## src/rtl/seq_match_ctrl_pkg.sv

```systemverilog
// Shared types and defaults for the serial pattern-match run controller.
package seq_match_ctrl_pkg;

   localparam int unsigned MAXLEN_DEF = 8;
   localparam int unsigned CNT_W_DEF  = 4;
   localparam int unsigned WIN_W_DEF  = 8;
   localparam int unsigned LEN_W      = 4;

   typedef enum logic [1:0] {
      ST_IDLE = 2'd0,
      ST_RUN  = 2'd1,
      ST_DONE = 2'd2
   } state_t;

   // Map a requested length onto the legal range 1..maxlen.
   function automatic logic [LEN_W-1:0] clamp_len(input logic [LEN_W-1:0] len,
                                                  input int unsigned     maxlen);
      if (len == '0) return LEN_W'(1);
      if (32'(len) > maxlen) return LEN_W'(maxlen);
      return len;
   endfunction

endpackage

```

## src/rtl/seq_match_ctrl_shift.sv

```systemverilog
// Shift register, fill counter and masked compare against the latched pattern.
module seq_shift_match
   import seq_match_ctrl_pkg::*;
#(
   parameter int unsigned MAXLEN = MAXLEN_DEF
) (
   input  logic              clk,
   input  logic              rst_n,
   input  logic              shift_en,
   input  logic              clr,
   input  logic              x,
   input  logic [LEN_W-1:0]  len,
   input  logic [MAXLEN-1:0] pattern,
   output logic              hit
);

   logic [MAXLEN-1:0] sr;
   logic [LEN_W-1:0]  bits_seen;
   logic [MAXLEN-1:0] mask;

   always_comb begin
      mask = '0;
      for (int i = 0; i < int'(MAXLEN); i++) begin
         mask[i] = (i < int'(len));
      end
   end

   assign hit = (bits_seen >= len) && (((sr ^ pattern) & mask) == '0);

   // Clear is applied before the shift, so a bit arriving with clr is the first fresh bit.
   always_ff @(posedge clk or negedge rst_n) begin
      if (!rst_n) begin
         sr        <= '0;
         bits_seen <= '0;
      end else if (clr) begin
         sr        <= shift_en ? {{(MAXLEN-1){1'b0}}, x} : '0;
         bits_seen <= shift_en ? LEN_W'(1) : '0;
      end else if (shift_en) begin
         sr        <= {sr[MAXLEN-2:0], x};
         bits_seen <= (bits_seen == LEN_W'(MAXLEN)) ? bits_seen : bits_seen + LEN_W'(1);
      end
   end

endmodule

```

## src/rtl/seq_match_ctrl.sv

```systemverilog
// Run controller: latches config, scans qualified serial bits, counts matches, ends runs.
module seq_match_ctrl
   import seq_match_ctrl_pkg::*;
#(
   parameter int unsigned MAXLEN = MAXLEN_DEF,
   parameter int unsigned CNT_W  = CNT_W_DEF,
   parameter int unsigned WIN_W  = WIN_W_DEF
) (
   input  logic              clk,
   input  logic              rst_n,
   input  logic [MAXLEN-1:0] cfg_pattern,
   input  logic [LEN_W-1:0]  cfg_len,
   input  logic              cfg_overlap,
   input  logic [CNT_W-1:0]  cfg_target,
   input  logic [WIN_W-1:0]  cfg_window,
   input  logic              start,
   input  logic              abort,
   input  logic              x,
   input  logic              x_valid,
   output logic              busy,
   output logic              match,
   output logic [CNT_W-1:0]  count,
   output logic              done,
   output logic              hit_target
);

   state_t            state;
   logic [LEN_W-1:0]  len_q;
   logic [MAXLEN-1:0] pat_q;
   logic              ovl_q;
   logic [CNT_W-1:0]  tgt_q;
   logic [WIN_W-1:0]  win_q;
   logic [WIN_W-1:0]  win_cnt;
   logic              acc_q;

   logic              hit_c;
   logic              run_c;
   logic              launch_c;
   logic              match_c;
   logic [CNT_W-1:0]  cnt_inc_c;
   logic              stop_tgt_c;
   logic              stop_win_c;
   logic              stop_c;
   logic              shift_en_c;
   logic              clr_c;

   // acc_q marks that the shift register holds a freshly accepted bit to be judged this cycle.
   assign run_c      = (state == ST_RUN) && !abort;
   assign launch_c   = (state != ST_RUN) && (state != ST_DONE) && start && !abort;
   assign match_c    = run_c && acc_q && hit_c;
   assign cnt_inc_c  = (count == '1) ? count : count + CNT_W'(1);
   assign stop_tgt_c = match_c && (tgt_q != '0) && (cnt_inc_c == tgt_q);
   assign stop_win_c = run_c && acc_q && (win_q != '0) && (win_cnt == win_q);
   assign stop_c     = stop_tgt_c || stop_win_c;
   assign shift_en_c = run_c && x_valid && !stop_c;
   assign clr_c      = launch_c || (match_c && !ovl_q);

   seq_shift_match #(
      .MAXLEN (MAXLEN)
   ) u_shift (
      .clk      (clk),
      .rst_n    (rst_n),
      .shift_en (shift_en_c),
      .clr      (clr_c),
      .x        (x),
      .len      (len_q),
      .pattern  (pat_q),
      .hit      (hit_c)
   );

   always_ff @(posedge clk or negedge rst_n) begin
      if (!rst_n) begin
         state      <= ST_IDLE;
         len_q      <= LEN_W'(1);
         pat_q      <= '0;
         ovl_q      <= 1'b0;
         tgt_q      <= '0;
         win_q      <= '0;
         win_cnt    <= '0;
         acc_q      <= 1'b0;
         busy       <= 1'b0;
         match      <= 1'b0;
         count      <= '0;
         done       <= 1'b0;
         hit_target <= 1'b0;
      end else begin
         match <= 1'b0;
         done  <= 1'b0;
         case (state)
            ST_RUN: begin
               if (abort) begin
                  state <= ST_IDLE;
                  busy  <= 1'b0;
                  acc_q <= 1'b0;
               end else begin
                  if (match_c) begin
                     match <= 1'b1;
                     count <= cnt_inc_c;
                  end
                  // A stopping cycle drops any bit presented alongside it.
                  if (stop_c) begin
                     state      <= ST_DONE;
                     busy       <= 1'b0;
                     done       <= 1'b1;
                     hit_target <= stop_tgt_c;
                     acc_q      <= 1'b0;
                  end else begin
                     acc_q <= x_valid;
                     if (x_valid) win_cnt <= win_cnt + WIN_W'(1);
                  end
               end
            end
            ST_DONE: begin
               state <= ST_IDLE;
            end
            default: begin
               state <= ST_IDLE;
               if (launch_c) begin
                  state      <= ST_RUN;
                  busy       <= 1'b1;
                  len_q      <= clamp_len(cfg_len, MAXLEN);
                  pat_q      <= cfg_pattern;
                  ovl_q      <= cfg_overlap;
                  tgt_q      <= cfg_target;
                  win_q      <= cfg_window;
                  count      <= '0;
                  win_cnt    <= '0;
                  acc_q      <= 1'b0;
                  hit_target <= 1'b0;
               end
            end
         endcase
      end
   end

endmodule
```

## config.mk

```make
export PLATFORM = sky130hd
export DESIGN_NAME = seq_match_ctrl
export DESIGN_NICKNAME = d
export VERILOG_FILES = /design/src/rtl/seq_match_ctrl_pkg.sv /design/src/rtl/seq_match_ctrl_shift.sv /design/src/rtl/seq_match_ctrl.sv
export SDC_FILE = /design/constraint.sdc
export NUM_CORES = 1
export LEC_CHECK = 0
export CORE_MARGIN = 1
export CORE_UTILIZATION = 59
export DETAILED_ROUTE_END_ITERATION = 10
export GPL_TIMING_DRIVEN = 0
export PLACE_DENSITY = 0.84
export SYNTH_ARGS = -nofsm -noshare
export SYNTH_HDL_FRONTEND = slang
export SYNTH_HIERARCHICAL = 1
export SYNTH_SLANG_ARGS = --single-unit
```

## constraint.sdc

```tcl
create_clock -name clk -period 7.4 [get_ports clk]
set_input_delay 1.48 -clock clk [delete_from_list [all_inputs] [get_ports clk]]
set_output_delay 1.48 -clock clk [all_outputs]
set_load 0.01 [all_outputs]
```

==> flow_metrics.py <==
metrics = {
    "cts": {
        "cts_setup_buffers": 0,
        "cts_made_buffers": 5,
        "postCtsHoldBufs": 0,
        "post_cts_resized": 0,
        "cts_tree": "done",
        "cts_sinks": 56,
        "clock_path_buffers": 2,
        "root_buffer": "clkbuf_8",
        "htreeDepth": 2,
        "path_clk_slew_ns": 0.10,
        "clkLatencyLatePin_ns": 0.31,
    },
    "grt": {
        "antenna_found_initial": 0,
        "overflow": 0,
        "grt_usage_pct": 24.64,
        "grt_max_degree": 40,
        "grt_first_pass_wirelength_um": 9991,
        "grt_pass1_vias": 2188,
    },
    "logic_synthesis": {
        "yosysSeqAreaShare_pct": 46.67,
        "async_reset_ff_share_pct": 100.0,
        "synth_area_um2": 3005,
        "synth_seq_cells": 56,
        "synth_warnings": 6,
        "ys_top_cells_by_area": "dfrtp_1, mux2_2, xnor2_1",
        "synth_top_area_cell": "dfrtp_1",
        "synth_cells": 278,
        "synth.avg_cell_area_um2": 10.81,
        "ys_types": 49,
        "synth_edf_count": 0,
        "synth-main-ff-cell": "dfrtp_1",
        "synth_top_area_share_pct": 45.80,
        "syn_nets": 319,
    },
    "timing": {
        "tns_ns": 0,
        "setup_ws_ns": 3.727,
        "fmax_mhz": 272.2,
        "slew-limit-headroom_pct": 60.87,
        "final_hold_viol_count": 0,
        "skew_ns": 0.005214,
        "setup_viol": 0,
        "maxSlewViolCount": 0,
        "worstMarginPinSlew_ns": 0.5869,
        "rsz0062_at_grt": "no",
        "min_period_over_period_pct": 49.64,
        "post-route-min-period_ns": 3.673,
    },
    "placement": {
        "preCtsSetupSlack_ns": 3.406,
        "gp_congestion": 0.8462,
        "port_buffers": 38,
        "hpwl_um": 4556,
    },
    "critical_path": {
        "r2r_slack_ns": 3.94,
        "crit_start": "abort",
        "cpMaxStageDelayCell": "clkdlybuf4s50_1",
        "start_kind": "input port",
        "reg2reg_depth": 13,
        "r2r-end": "u_shift/sr[4]$_DFFE_PN0P_",
        "max_stage_delay_ns": 0.48,
        "path_max_fanout": 10,
        "worstReg2RegStart": "len_q[0]$_DFFE_PN1P_",
        "end_kind": "register",
        "required_ns": 7.59,
        "path_cells": "clkdlybuf4s50_1 > and2b_1 > nand3_2 > a211oi_2 > a31oi_4 > buf_6 > and3_1 > buf_2 > mux2i_1 > nor2_1",
        "cp.arrival_ns": 3.86,
        "critical_path_class": "input port to register",
    },
    "worst_hold_path": {
        "hold_class": "register to register",
        "hp-start": "len_q[0]$_DFFE_PN1P_",
        "hold_end": "len_q[0]$_DFFE_PN1P_",
        "worstHoldPathCells": 2,
    },
    "cells_and_area": {
        "antenna_cells": 0,
        "nNetsFinal": 365,
        "finish.utilization_pct": 74.26,
        "area_delta_synth_final_pct": 19.03,
        "drive_gt1_share_pct": 15.69,
        "fillers": 359,
    },
    "floorplanning": {
        "die_y_um": 73.37,
        "io_pins": 39,
        "die_area_um2": 5383,
        "die_x_um": 73.37,
        "core_um2": 4817,
        "initial_utilization_pct": 62.39,
        "num_rows": 25,
    },
    "detailed_routing": {
        "drt_pass1_iterations": 4,
        "num_vias": 2256,
        "drc": 0,
        "routedWlPerCell_um": 15.18,
        "wl_um": 5952,
        "drt_iter0_drc": 92,
        "detail-route-antenna-nets": 0,
        "viasPerCell": 5.755,
    },
    "power": {
        "peakVddDrop_mv": 0.1296,
        "p_leak_nw": 1.595,
        "switchingPower_mw": 0.1835,
        "powerDensity_nw_per_um2": 186.6,
        "internal-power_mw": 0.4840,
        "comb_power_share_pct": 19.1,
        "p_clk_share_pct": 25.8,
        "seq_power_share_pct": 55.1,
        "switching_share_pct": 27.49,
    },
    "run": {
        "maxCapViolCount": 0,
    },
    "run_status": {
        "outcome": "complete, no violations",
    },
}
[registers in the layout, indices dropped and copies added (netlist names)]
register	count
win_cnt	8
match	1
count	4
state	2
u_shift/sr	8
len_q	4
done	1
busy	1
ovl_q	1
pat_q	8
acc_q	1
win_q	8
tgt_q	4
u_shift/bits_seen	4
hit_target	1
[stage by stage]
step | hold WS [ns] | area [µm²] | power [mW] | instances
2_1_floorplan | 0.4740 | 3005 | 0.4499 | 278
3_3_place_gp | 0.4861 | 3470 | 0.4928 | 383
3_5_place_dp | 0.5054 | 3485 | 0.5014 | 384
4_1_cts | 0.5154 | 3577 | 0.6702 | 392
5_1_grt | 0.5545 | 3577 | 0.6997 | 392
6_report | 0.5120 | 3577 | 0.6676 | 392
[power groups by stage]
stage	registers, mW	clock network (mW)	logic, mW
global route	0.372	0.186	0.142
floorplan	0.364	0	0.0855
finish	0.368	0.172	0.128
CTS	0.367	0.174	0.129
detailed placement	0.373	0	0.128
global placement	0.372	0	0.121
[critical path: cells and delay by family]
| family | cells | cell delay [ns] |
|---|---|---|
| buffers and inverters | 3 | 0.89 |
| AND/OR/NAND/NOR | 4 | 0.78 |
| AO/OA/AOI/OAI | 2 | 0.52 |
| multiplexers | 1 | 0.19 |
[area by class of cell]
type	instances	area, µm²	area share [%]
buffer	8	55.05	1.539
inverter	13	48.80	1.364
multi-input combinational	201	1499	41.90
tap	67	83.83	2.343
sequential	56	1403	39.21
clock buffer	6	82.58	2.308
clock inverter	2	10.01	0.2798
timing repair buffer	39	395.4	11.05
[routing by layer]
layer | vias to the layer above | part of all wire [%] | track usage, % | wire length, µm
li1 | 1080 | - | - | -
met1 | 1103 | 45 | 32.19 | 2664
met2 | 64 | 49 | 41.15 | 2924
met3 | 9 | 4.8 | 5.761 | 286
met4 | 0 | 1.3 | 7.051 | 77
met5 | - | 0 | 0 | 0
[placed cells by master, fill, tap and decap left out, types with 4 or more instances in the layout]
cell type         n
a21oi_1           9
a22o_1            4
clkbuf_8          6
clkdlybuf4s50_1  37
dfrtp_1          55
ha_1             10
inv_1            13
mux2_2           23
mux2i_1           8
nand2_1          15
nand2b_1          6
nand3_1          13
nor2_1           22
nor2b_1           4
nor3_1            7
o21ai_0          13
xnor2_1          15
xor2_1            8
[cells in the mapped netlist (4+ instances only)]
cell      count
inv_1        13
nand2b_1      6
a22o_1        4
mux2i_1       8
nor2_1       22
o21ai_0      13
mux2_2       23
xnor2_1      15
a21oi_1       9
dfrtp_1      55
nand3_1      13
ha_1         10
nor2b_1       4
nor3_1        7
nand2_1      15
xor2_1        8
[worst max-delay path by stage]
stage	depth (start not counted)	to	slack, ns
after floorplan	8	u_shift/sr[0]$_DFFE_PN0P_	4.19
after global placement	1	count[0]$_DFFE_PN0P_	3.15
after global routing	10	u_shift/sr[4]$_DFFE_PN0P_	3.60
after CTS	10	u_shift/sr[4]$_DFFE_PN0P_	3.73
final	10	u_shift/sr[4]$_DFFE_PN0P_	3.73
after detailed placement	10	u_shift/sr[6]$_DFFE_PN0P_	3.41
[kinds of logic (layout without fill, tap and decap cells)]
| logic type | after synthesis | after routing | share of synthesized area [%] |
|---|---|---|---|
| buf+inv | 21 | 68 | 3.455 |
| xor+xnor | 23 | 23 | 6.703 |
| compound gates | 51 | 51 | 12.78 |
| simple gates | 84 | 84 | 14.07 |
| mux | 32 | 32 | 11.78 |
| flops | 56 | 56 | 46.67 |
| fa+ha+maj | 11 | 11 | 4.538 |
Note: power is estimated with default switching activity, not from simulation.
